[src/rtl/serial_pkg.sv]
//------------------------------------------------------------------------------
// serial_pkg : shared state encoding and defaults for the serial word framer
// Rev 1.0
//------------------------------------------------------------------------------
`default_nettype none

package serial_pkg;

  localparam int DATA_W_DEF = 8;
  localparam int ST_W       = 3;

  typedef enum logic [ST_W-1:0] {
    IDLE   = 3'd0,
    START  = 3'd1,
    DATA   = 3'd2,
    PARITY = 3'd3,
    GAP    = 3'd4
  } state_t;

  // Counter width that stays legal when the count range collapses to one value.
  function automatic int clog2_min1(input int v);
    return (v <= 1) ? 1 : $clog2(v);
  endfunction

endpackage

`default_nettype wire

[src/rtl/bit_timer.sv]
//------------------------------------------------------------------------------
// bit_timer : BIT_CYCLES divider with a registered bit_end pulse on each bit's last clock
// Rev 1.0
//------------------------------------------------------------------------------
`default_nettype none

module bit_timer
  import serial_pkg::*;
#(
  parameter int BIT_CYCLES = 1
) (
  input  logic clk,
  input  logic rst,
  input  logic i_run,
  input  logic i_run_nxt,
  output logic o_bit_end,
  output logic o_bit_end_nxt
);

  localparam int               CNT_W  = clog2_min1(BIT_CYCLES);
  localparam logic [CNT_W-1:0] C_LAST = CNT_W'(BIT_CYCLES - 1);

  logic [CNT_W-1:0] r_cnt;
  logic [CNT_W-1:0] w_cnt_nxt;
  logic             r_bit_end;

  always_comb begin
    w_cnt_nxt = '0;
    if (i_run && (r_cnt != C_LAST)) begin
      w_cnt_nxt = r_cnt + 1'b1;
    end
  end

  // Look one clock ahead so the pulse itself can come straight from a flop.
  assign o_bit_end_nxt = i_run_nxt && (w_cnt_nxt == C_LAST);

  always_ff @(posedge clk or negedge rst) begin
    if (!rst) begin
      r_cnt     <= '0;
      r_bit_end <= 1'b0;
    end else begin
      r_cnt     <= w_cnt_nxt;
      r_bit_end <= o_bit_end_nxt;
    end
  end

  assign o_bit_end = r_bit_end;

endmodule

`default_nettype wire

[src/rtl/serial_word_tx.sv]
//------------------------------------------------------------------------------
// serial_word_tx : parallel-to-serial framer (start '1', data MSB-first, idle '0' gap)
// Optional even-parity bit after the data with `define SERIAL_TX_PARITY_EN. Rev 1.0
//------------------------------------------------------------------------------
`default_nettype none

module serial_word_tx
  import serial_pkg::*;
#(
  parameter int DATA_W     = DATA_W_DEF,
  parameter int BIT_CYCLES = 1,
  parameter int IDLE_BITS  = 1
) (
  input  logic              clk,
  input  logic              rst,
  input  logic [DATA_W-1:0] in_data,
  input  logic              in_valid,
  output logic              in_ready,
  output logic              so,
  output logic              bit_stb,
  output logic              frame_start,
  output logic              frame_done
);

  localparam int                BCNT_W     = $clog2(DATA_W + 1);
  localparam logic [BCNT_W-1:0] C_LAST_BIT = BCNT_W'(DATA_W - 1);
  localparam int                GCNT_W     = clog2_min1(IDLE_BITS);
  localparam logic [GCNT_W-1:0] C_LAST_GAP = GCNT_W'(IDLE_BITS - 1);

  state_t              r_state;
  state_t              w_state_nxt;
  logic [DATA_W-1:0]   r_sreg;
  logic [DATA_W-1:0]   w_sreg_nxt;
  logic [BCNT_W-1:0]   r_bitcnt;
  logic [BCNT_W-1:0]   w_bitcnt_nxt;
  logic [GCNT_W-1:0]   r_gapcnt;
  logic [GCNT_W-1:0]   w_gapcnt_nxt;

  logic r_in_ready;
  logic r_so;
  logic r_bit_stb;
  logic r_frame_start;
  logic r_frame_done;

  logic w_accept;
  logic w_run;
  logic w_run_nxt;
  logic w_bit_end;
  logic w_bit_end_nxt;
  logic w_last_data;
  logic w_so_nxt;
  logic w_stb_nxt;
  logic w_done_nxt;

`ifdef SERIAL_TX_PARITY_EN
  logic r_par;
  logic w_par_nxt;
`endif

  assign w_accept    = in_valid && r_in_ready;
  assign w_run       = (r_state != IDLE);
  assign w_run_nxt   = (w_state_nxt != IDLE);
  assign w_last_data = (r_bitcnt == C_LAST_BIT);

  bit_timer #(
    .BIT_CYCLES (BIT_CYCLES)
  ) u_bit_timer (
    .clk           (clk),
    .rst           (rst),
    .i_run         (w_run),
    .i_run_nxt     (w_run_nxt),
    .o_bit_end     (w_bit_end),
    .o_bit_end_nxt (w_bit_end_nxt)
  );

  always_comb begin
    w_state_nxt  = r_state;
    w_sreg_nxt   = r_sreg;
    w_bitcnt_nxt = r_bitcnt;
    w_gapcnt_nxt = r_gapcnt;
`ifdef SERIAL_TX_PARITY_EN
    w_par_nxt    = r_par;
`endif
    case (r_state)
      IDLE: begin
        if (w_accept) begin
          w_state_nxt  = START;
          w_sreg_nxt   = in_data;
          w_bitcnt_nxt = '0;
          w_gapcnt_nxt = '0;
`ifdef SERIAL_TX_PARITY_EN
          w_par_nxt    = ^in_data;
`endif
        end
      end
      START: begin
        if (w_bit_end) begin
          w_state_nxt = DATA;
        end
      end
      DATA: begin
        if (w_bit_end) begin
          w_sreg_nxt   = {r_sreg[DATA_W-2:0], 1'b0};
          w_bitcnt_nxt = r_bitcnt + 1'b1;
          if (w_last_data) begin
`ifdef SERIAL_TX_PARITY_EN
            w_state_nxt = PARITY;
`else
            w_state_nxt = GAP;
`endif
          end
        end
      end
`ifdef SERIAL_TX_PARITY_EN
      PARITY: begin
        if (w_bit_end) begin
          w_state_nxt = GAP;
        end
      end
`endif
      GAP: begin
        if (w_bit_end) begin
          if (r_gapcnt == C_LAST_GAP) begin
            w_state_nxt = IDLE;
          end else begin
            w_gapcnt_nxt = r_gapcnt + 1'b1;
          end
        end
      end
      default: begin
        w_state_nxt = IDLE;
      end
    endcase
  end

  // Output values are decoded from the next state so every output is a flop.
  always_comb begin
    w_so_nxt = 1'b0;
    case (w_state_nxt)
      START:   w_so_nxt = 1'b1;
      DATA:    w_so_nxt = w_sreg_nxt[DATA_W-1];
`ifdef SERIAL_TX_PARITY_EN
      PARITY:  w_so_nxt = w_par_nxt;
`endif
      default: w_so_nxt = 1'b0;
    endcase
  end

`ifdef SERIAL_TX_PARITY_EN
  assign w_stb_nxt  = w_bit_end_nxt && ((w_state_nxt == DATA) || (w_state_nxt == PARITY));
  assign w_done_nxt = w_bit_end_nxt && (w_state_nxt == PARITY);
`else
  assign w_stb_nxt  = w_bit_end_nxt && (w_state_nxt == DATA);
  assign w_done_nxt = w_bit_end_nxt && (w_state_nxt == DATA) && (w_bitcnt_nxt == C_LAST_BIT);
`endif

  always_ff @(posedge clk or negedge rst) begin
    if (!rst) begin
      r_state  <= IDLE;
      r_sreg   <= '0;
      r_bitcnt <= '0;
      r_gapcnt <= '0;
    end else begin
      r_state  <= w_state_nxt;
      r_sreg   <= w_sreg_nxt;
      r_bitcnt <= w_bitcnt_nxt;
      r_gapcnt <= w_gapcnt_nxt;
    end
  end

`ifdef SERIAL_TX_PARITY_EN
  always_ff @(posedge clk or negedge rst) begin
    if (!rst) begin
      r_par <= 1'b0;
    end else begin
      r_par <= w_par_nxt;
    end
  end
`endif

  always_ff @(posedge clk or negedge rst) begin
    if (!rst) begin
      r_in_ready    <= 1'b1;
      r_so          <= 1'b0;
      r_bit_stb     <= 1'b0;
      r_frame_start <= 1'b0;
      r_frame_done  <= 1'b0;
    end else begin
      r_in_ready    <= (w_state_nxt == IDLE);
      r_so          <= w_so_nxt;
      r_bit_stb     <= w_stb_nxt;
      r_frame_start <= w_accept;
      r_frame_done  <= w_done_nxt;
    end
  end

  assign in_ready    = r_in_ready;
  assign so          = r_so;
  assign bit_stb     = r_bit_stb;
  assign frame_start = r_frame_start;
  assign frame_done  = r_frame_done;

endmodule

`default_nettype wire
[config.mk]
export PLATFORM = sky130hd
export DESIGN_NAME = serial_word_tx
export DESIGN_NICKNAME = d
export VERILOG_FILES = /design/src/rtl/serial_pkg.sv /design/src/rtl/bit_timer.sv /design/src/rtl/serial_word_tx.sv
export SDC_FILE = /design/constraint.sdc
export NUM_CORES = 1
export LEC_CHECK = 0
export BUFFER_PORTS_ARGS = -buffer_cell sky130_fd_sc_hd__buf_2
export CAP_MARGIN = 10
export CORE_UTILIZATION = 53
export CTS_CLUSTER_DIAMETER = 50
export CTS_CLUSTER_SIZE = 16
export DETAILED_ROUTE_END_ITERATION = 10
export PLACE_DENSITY = 0.76
export SYNTH_ARGS = -nofsm -noshare
export SYNTH_HDL_FRONTEND = slang
export SYNTH_SLANG_ARGS = --single-unit
[constraint.sdc]
create_clock -name clk -period 1.98 [get_ports clk]
set_input_delay 0.099 -clock clk [delete_from_list [all_inputs] [get_ports clk]]
set_output_delay 0.099 -clock clk [all_outputs]
set_load 0.02 [all_outputs]
# [Yosys cells after proc, flatten, opt, wreduce, memory -nomap -nowiden]
# Cells that the tools add are included.
[totals] reg_bits=23 in_bits=11 output_inout_bits=5 word_cells=58
[op_classes] addsub=3 eq_ne=10 n_mux=19 n_bitwise=1 n_reduce_logical=13
[ops] op="$mux W3" count=6
[ops] op="$mux W8" count=2
[ops] op="$pmux W8 S2" count=1
[ops] op="$pmux W3 S4" count=1
[ops] op="$eq A4 B3 Y1 const B" count=2
[ops] op="$mux W4" count=2
[ops] op="$pmux W4 S2" count=1
[ops] op="$eq A3 B1 Y1 const B" count=2
[ops] op="$eq A3 B2 Y1 const B" count=2
[ops] op="$logic_not A3 Y1" count=2
[ops] op="$reduce_and A3 Y1" count=2
[ops] op="$reduce_bool A3 Y1" count=2
[ops] op="$logic_and A1 B1 Y1" count=5
[ops] op="$add A4 B1 Y4 const B" count=1
[ops] op="$mux W1" count=4
[ops] op="$ne A2 B1 Y1 const B" count=2
[ops] op="$pmux W1 S2" count=2
[ops] op="$reduce_bool A2 Y1" count=2
[ops] op="$eq A3 B3 Y1 const B" count=1
[ops] op="$add A1 B1 Y1 const B" count=2
[ops] op="$ne A2 B2 Y1 const B" count=1
[ops] op="$not A1 Y1" count=1

# [Depth between registers and ports, before layout]
[depth] ltp_word=8 mapped_depth=6 ltp_nobuf=5

# [Modules after synthesis]
# Synthesis repeated with hierarchy kept, for this count alone.
[unflattened] cells_unflattened=88 hier_area_um2=1017.2
[modules_own_cells] mod="serial_word_tx" instances=1 cells_per_inst=86 area_each_um2=988.4 seq_area_each_um2=501.7
[modules_own_cells] mod="bit_timer" instances=1 cells_per_inst=2 area_each_um2=28.8 seq_area_each_um2=25.0

# [Worst setup path before layout]
# Ideal clock, no wire load.
[synth_path] path_type="flip-flop to flip-flop" from="register r_in_ready, in the netlist in_ready" to="register r_so, in the netlist so" setup_ns=0.118 t_arrival_ns=1.436 required_time_ns=1.862 path_slack_ns=0.426 path_stages_with_launch=7 n_path_buf=2 synth_period_minus_slack_ns=1.554 path_cell_list="dfstp_2 > and2_1 > buf_6 > and2_1 > buf_2 > a221o_1 > a21o_1"
[synth_between] elab_cells_between_ends=8 cone_classes="eq/ne: 2; mux: 5; reduce/logical: 1"
[synth_lines] element="start: declaration" line_no="serial_word_tx.sv:39" rtl="logic r_in_ready;"
[synth_lines] element="start signal: assignment" line_no="serial_word_tx.sv:189" rtl="r_in_ready <= (w_state_nxt == IDLE);"
[synth_lines] element="$logic_and A1 B1 Y1" line_no="serial_word_tx.sv:60" rtl="assign w_accept = in_valid && r_in_ready;"
[synth_lines] element="net w_accept" line_no="serial_word_tx.sv:45" rtl="logic w_accept;"
[synth_lines] element="$mux W8" line_no="serial_word_tx.sv:86" rtl="if (w_accept) begin"
[synth_lines] element="$pmux W8 S2" line_no="serial_word_tx.sv:84" rtl="case (r_state)"
[synth_lines] element="net w_sreg_nxt[7]" line_no="serial_word_tx.sv:33" rtl="logic [DATA_W-1:0] w_sreg_nxt;"
[synth_lines] element="$pmux W1 S2" line_no="serial_word_tx.sv:139" rtl="case (w_state_nxt)"
[synth_lines] element="net w_so_nxt" line_no="serial_word_tx.sv:51" rtl="logic w_so_nxt;"
[synth_lines] element="end signal: assignment" line_no="serial_word_tx.sv:190" rtl="r_so <= w_so_nxt;"
[synth_lines] element="end: declaration" line_no="serial_word_tx.sv:40" rtl="logic r_so;"
# The timed path passes the listed nets, and every way through them passes these cells. The select of a mux whose other input is x is not followed.
# A chain may end at the register's enable or synchronous reset.

# [Worst setup path after layout]
[layout_path] from="register r_bitcnt[0]" to="register u_bit_timer.r_bit_end, in the netlist u_bit_timer.o_bit_end"
[layout_between] elab_chain_len=6
[layout_lines] element="start: declaration" line_no="serial_word_tx.sv:34" rtl="logic [BCNT_W-1:0] r_bitcnt;"
[layout_lines] element="start signal: assignment" line_no="serial_word_tx.sv:166" rtl="r_bitcnt <= w_bitcnt_nxt;"
[layout_lines] element="$eq A4 B3 Y1" line_no="serial_word_tx.sv:63" rtl="assign w_last_data = (r_bitcnt == C_LAST_BIT);"
[layout_lines] element="$mux W3" line_no="serial_word_tx.sv:105" rtl="if (w_last_data) begin"
[layout_lines] element="$mux W3" line_no="serial_word_tx.sv:102" rtl="if (w_bit_end) begin"
[layout_lines] element="$pmux W3 S4" line_no="serial_word_tx.sv:84"
[layout_lines] element="net w_state_nxt[1]" line_no="serial_word_tx.sv:31" rtl="state_t w_state_nxt;"
[layout_lines] element="$reduce_bool A3 Y1" line_no="serial_word_tx.sv:62" rtl="assign w_run_nxt = (w_state_nxt != IDLE);"
[layout_lines] element="$logic_and A1 B1 Y1" line_no="bit_timer.sv:35" rtl="assign o_bit_end_nxt = i_run_nxt && (w_cnt_nxt == C_LAST);"
[layout_lines] element="net u_bit_timer.o_bit_end_nxt" line_no="bit_timer.sv:17" rtl="output logic o_bit_end_nxt"
[layout_lines] element="end signal: assignment" line_no="bit_timer.sv:43" rtl="r_bit_end <= o_bit_end_nxt;"
[layout_lines] element="end: declaration" line_no="bit_timer.sv:25" rtl="logic r_bit_end;"
# The timed path passes the listed nets, and every way through them passes these cells.

==> flow_metrics.tcl <==
set metrics [dict create \
    worst_r2r_path_depth 5 \
    synthXorXnorAreaFrac 0 \
    ys_seq_area_frac 0.5391 \
    yosys-top-cells-count "dfrtp_1 (20), nand2_1 (16), a22oi_1 (6), inv_1 (4), nor2_1 (4)" \
    r2r-end "u_bit_timer.o_bit_end" \
    peakVddDrop_mv 0.7265 \
    r2r-start "r_bitcnt[0]" \
    clock_latency_ns 0.30 \
    cts_buffers 3 \
    grt_max_degree 22 \
    track_usage 0.1857 \
    num_rows 15 \
    grt_first_pass_wirelength_mm 2.677 \
    status "finished clean" \
    first_pass_iters 4 \
    ios 16 \
    yosysTopAreaCell "dfrtp_1" \
    vias_per_cell 5.394 \
    async_reset_ff_frac 1.000 \
    use_met2 0.2841 \
    synth_area_leaders "dfrtp_1 (51%), nand2_1 (6.1%), a22oi_1 (4.6%)" \
    timing.final.ws_setup_ns 0.1441 \
    coreArea_mm2 0.001727 \
    relSlewSlack 0.7045 \
    grt_pass1_vias 628 \
    power_leakage_uw 0.0005261 \
    antenna_found_initial 0 \
    avgSynthCellArea_um2 11.10 \
    holdWs_ns 0.009857 \
    io_buffers 15 \
    fill_cells 149 \
    cts_tree "built" \
    dieArea_mm2 0.002020 \
    drtIter0Drc 11 \
    hp-class "in2reg" \
    synth_edf_count 0 \
    synth_flop_cell "dfrtp_1" \
    num_vias 685 \
    timing.critical_path.from "r_bitcnt[0]" \
    critPathKind "reg2reg" \
    cts-htree-levels 1 \
    synth_nets 100 \
    netlist_instances 88 \
    drt-total-wl_mm 1.648 \
    critPathLaunchType "register" \
    grt_use_met3 0.04400 \
    place_inst 122 \
    place_hpwl_mm 1.179 \
    place_congestion 0.7563 \
    clock_path_buffers 2 \
    period_minus_slack_ns 1.836 \
    finClkSkew_ns 0.009364 \
    post_drt_wl_per_cell_um 12.98 \
    pwr_density_cell_mw_per_mm2 1351 \
    post_synth_num_cell_types 33 \
    grt-ovfl-total 0 \
    die_w_um 44.94 \
    cts_sinks 21 \
    drv_slew 0 \
    path_max_fanout 5 \
    drcViolationCount 0 \
    dp_slack_ns 0.1961 \
    crit_path_end_kind "register" \
    start_util 0.5659 \
    clk_pin_slew_ns 0.11 \
    diodes 0 \
    reg2reg_slack_ns 0.14 \
    root_buffer "clkbuf_4" \
    synth_fa_ha_area_frac 0.01280 \
    worstSetupEndpoint "u_bit_timer.o_bit_end" \
    cts.repair.resized 0 \
    die_h_um 44.94 \
    tightest_slew_ns 0.4432 \
    fin_cells 127 \
    hold_start "in_data[0]" \
    fmaxAchievable_mhz 544.7 \
    ant_nets 0 \
    tns_ns 0 \
    synthSimpleGateAreaFrac 0.2087 \
    synth.most_common_cell "dfrtp_1" \
    setup_viol 0 \
    grtUsageMet1 0.2454 \
    synth.area.mux_share 0.02177 \
    post-route-util 0.6174 \
    busiest_layer "met2" \
    hold_viol 0 \
    synth_top_family_by_area "simple AND/OR/NAND/NOR gates" \
    fin_nets 115 \
    yosysWarningCount 0 \
    cp_data_required_time_ns 2.16 \
    rsz0062_at_grt "false" \
    drive_above_1_share 0.2353 \
    syn_area_um2 977.2 \
    yosys.area.top_type_share 0.5122 \
    syn_to_final_growth_pct 9.091 \
    period_share 0.9272 \
    synth-compound-area-share 0.1472 \
    ys_ff_latch 21 \
    cap_violations 0 \
    arrival_ns 2.02 \
]
-- per-stage QoR --
step,total power [uW],cell area (um2)
4_1_cts,1447,1066
3_3_place_gp,1230,1030
6_report,1440,1066
3_5_place_dp,1252,1030
2_1_floorplan,1152,977.2
5_1_grt,1550,1066
-- timing repair --
action | 4_1_cts | 5_1_grt
buffers inserted | 0 | 0
hold endpoints to repair | 20 | 0
hold buffers | 1 | 0
-- kinds of logic (layout without fill, tap and decap cells) --
group,Yosys count,in the layout
DFF,21,21
and+or+nand+nor,35,35
buffers and inverters,10,24
AOI/OAI and AO/OA,19,19
adders and majority gates,1,1
muxes,2,2
-- layout by cell type, fill, tap and decap left out, drive strengths merged, types with 2 or more instances in the layout --
cell / n
dfrtp: 20
nand2: 16
buf: 15
a22oi: 6
nor2: 4
inv: 4
nor3: 4
clkbuf: 4
o21ai: 3
and2: 3
nor4b: 2
a21o: 2
-- flip-flops by register name, summed over array words and instances (netlist names) --
name / count
u_bit_timer.o_bit_end: 1
r_bitcnt: 4
frame_start: 1
bit_stb: 1
r_sreg: 8
in_ready: 1
frame_done: 1
so: 1
r_state: 3
-- worst max-delay path, stage by stage (launching register included) --
cell	delay, ns
dfrtp_1	0.44
ha_1	0.22
nand4b_1	0.13
a31oi_1	0.39
inv_1	0.16
or3_1	0.37
-- how the worst min path moves through the flow --
stage                       end  slack [ns]  cells past startpoint
finish                r_sreg[0]        0.01                      3
global route          r_sreg[0]        0.01                      3
CTS                   r_sreg[0]       0.007                      3
detailed placement   frame_done        0.08                      1
global placement    r_bitcnt[3]        0.07                      1
floorplan               bit_stb       -0.20                      0
-- metal layers --
layer  vias up  part of all wire
met3         4             0.029
met1       329              0.48
met5         -                 0
met2        11              0.48
li1        341                 -
met4         0             0.015
-- area by class of cell --
class,count,area (um2),area share
multi-input cells,57,381.6,0.3580
inverters,4,15.01,0.01408
repair buffers,16,85.08,0.07981
flip-flops and latches,21,526.8,0.4941
well taps,25,31.28,0.02934
clock buffers,4,26.28,0.02465
-- report_power, final --
| part | switching (uW) | total [uW] | internal, uW |
|---|---|---|---|
| clock network | 121 | 199 | 78.4 |
| logic | 316 | 526 | 211 |
| registers | 122 | 714 | 592 |
| total | 558 | 1440 | 881 |
No activity file was read; power rests on OpenSTA's default activity.
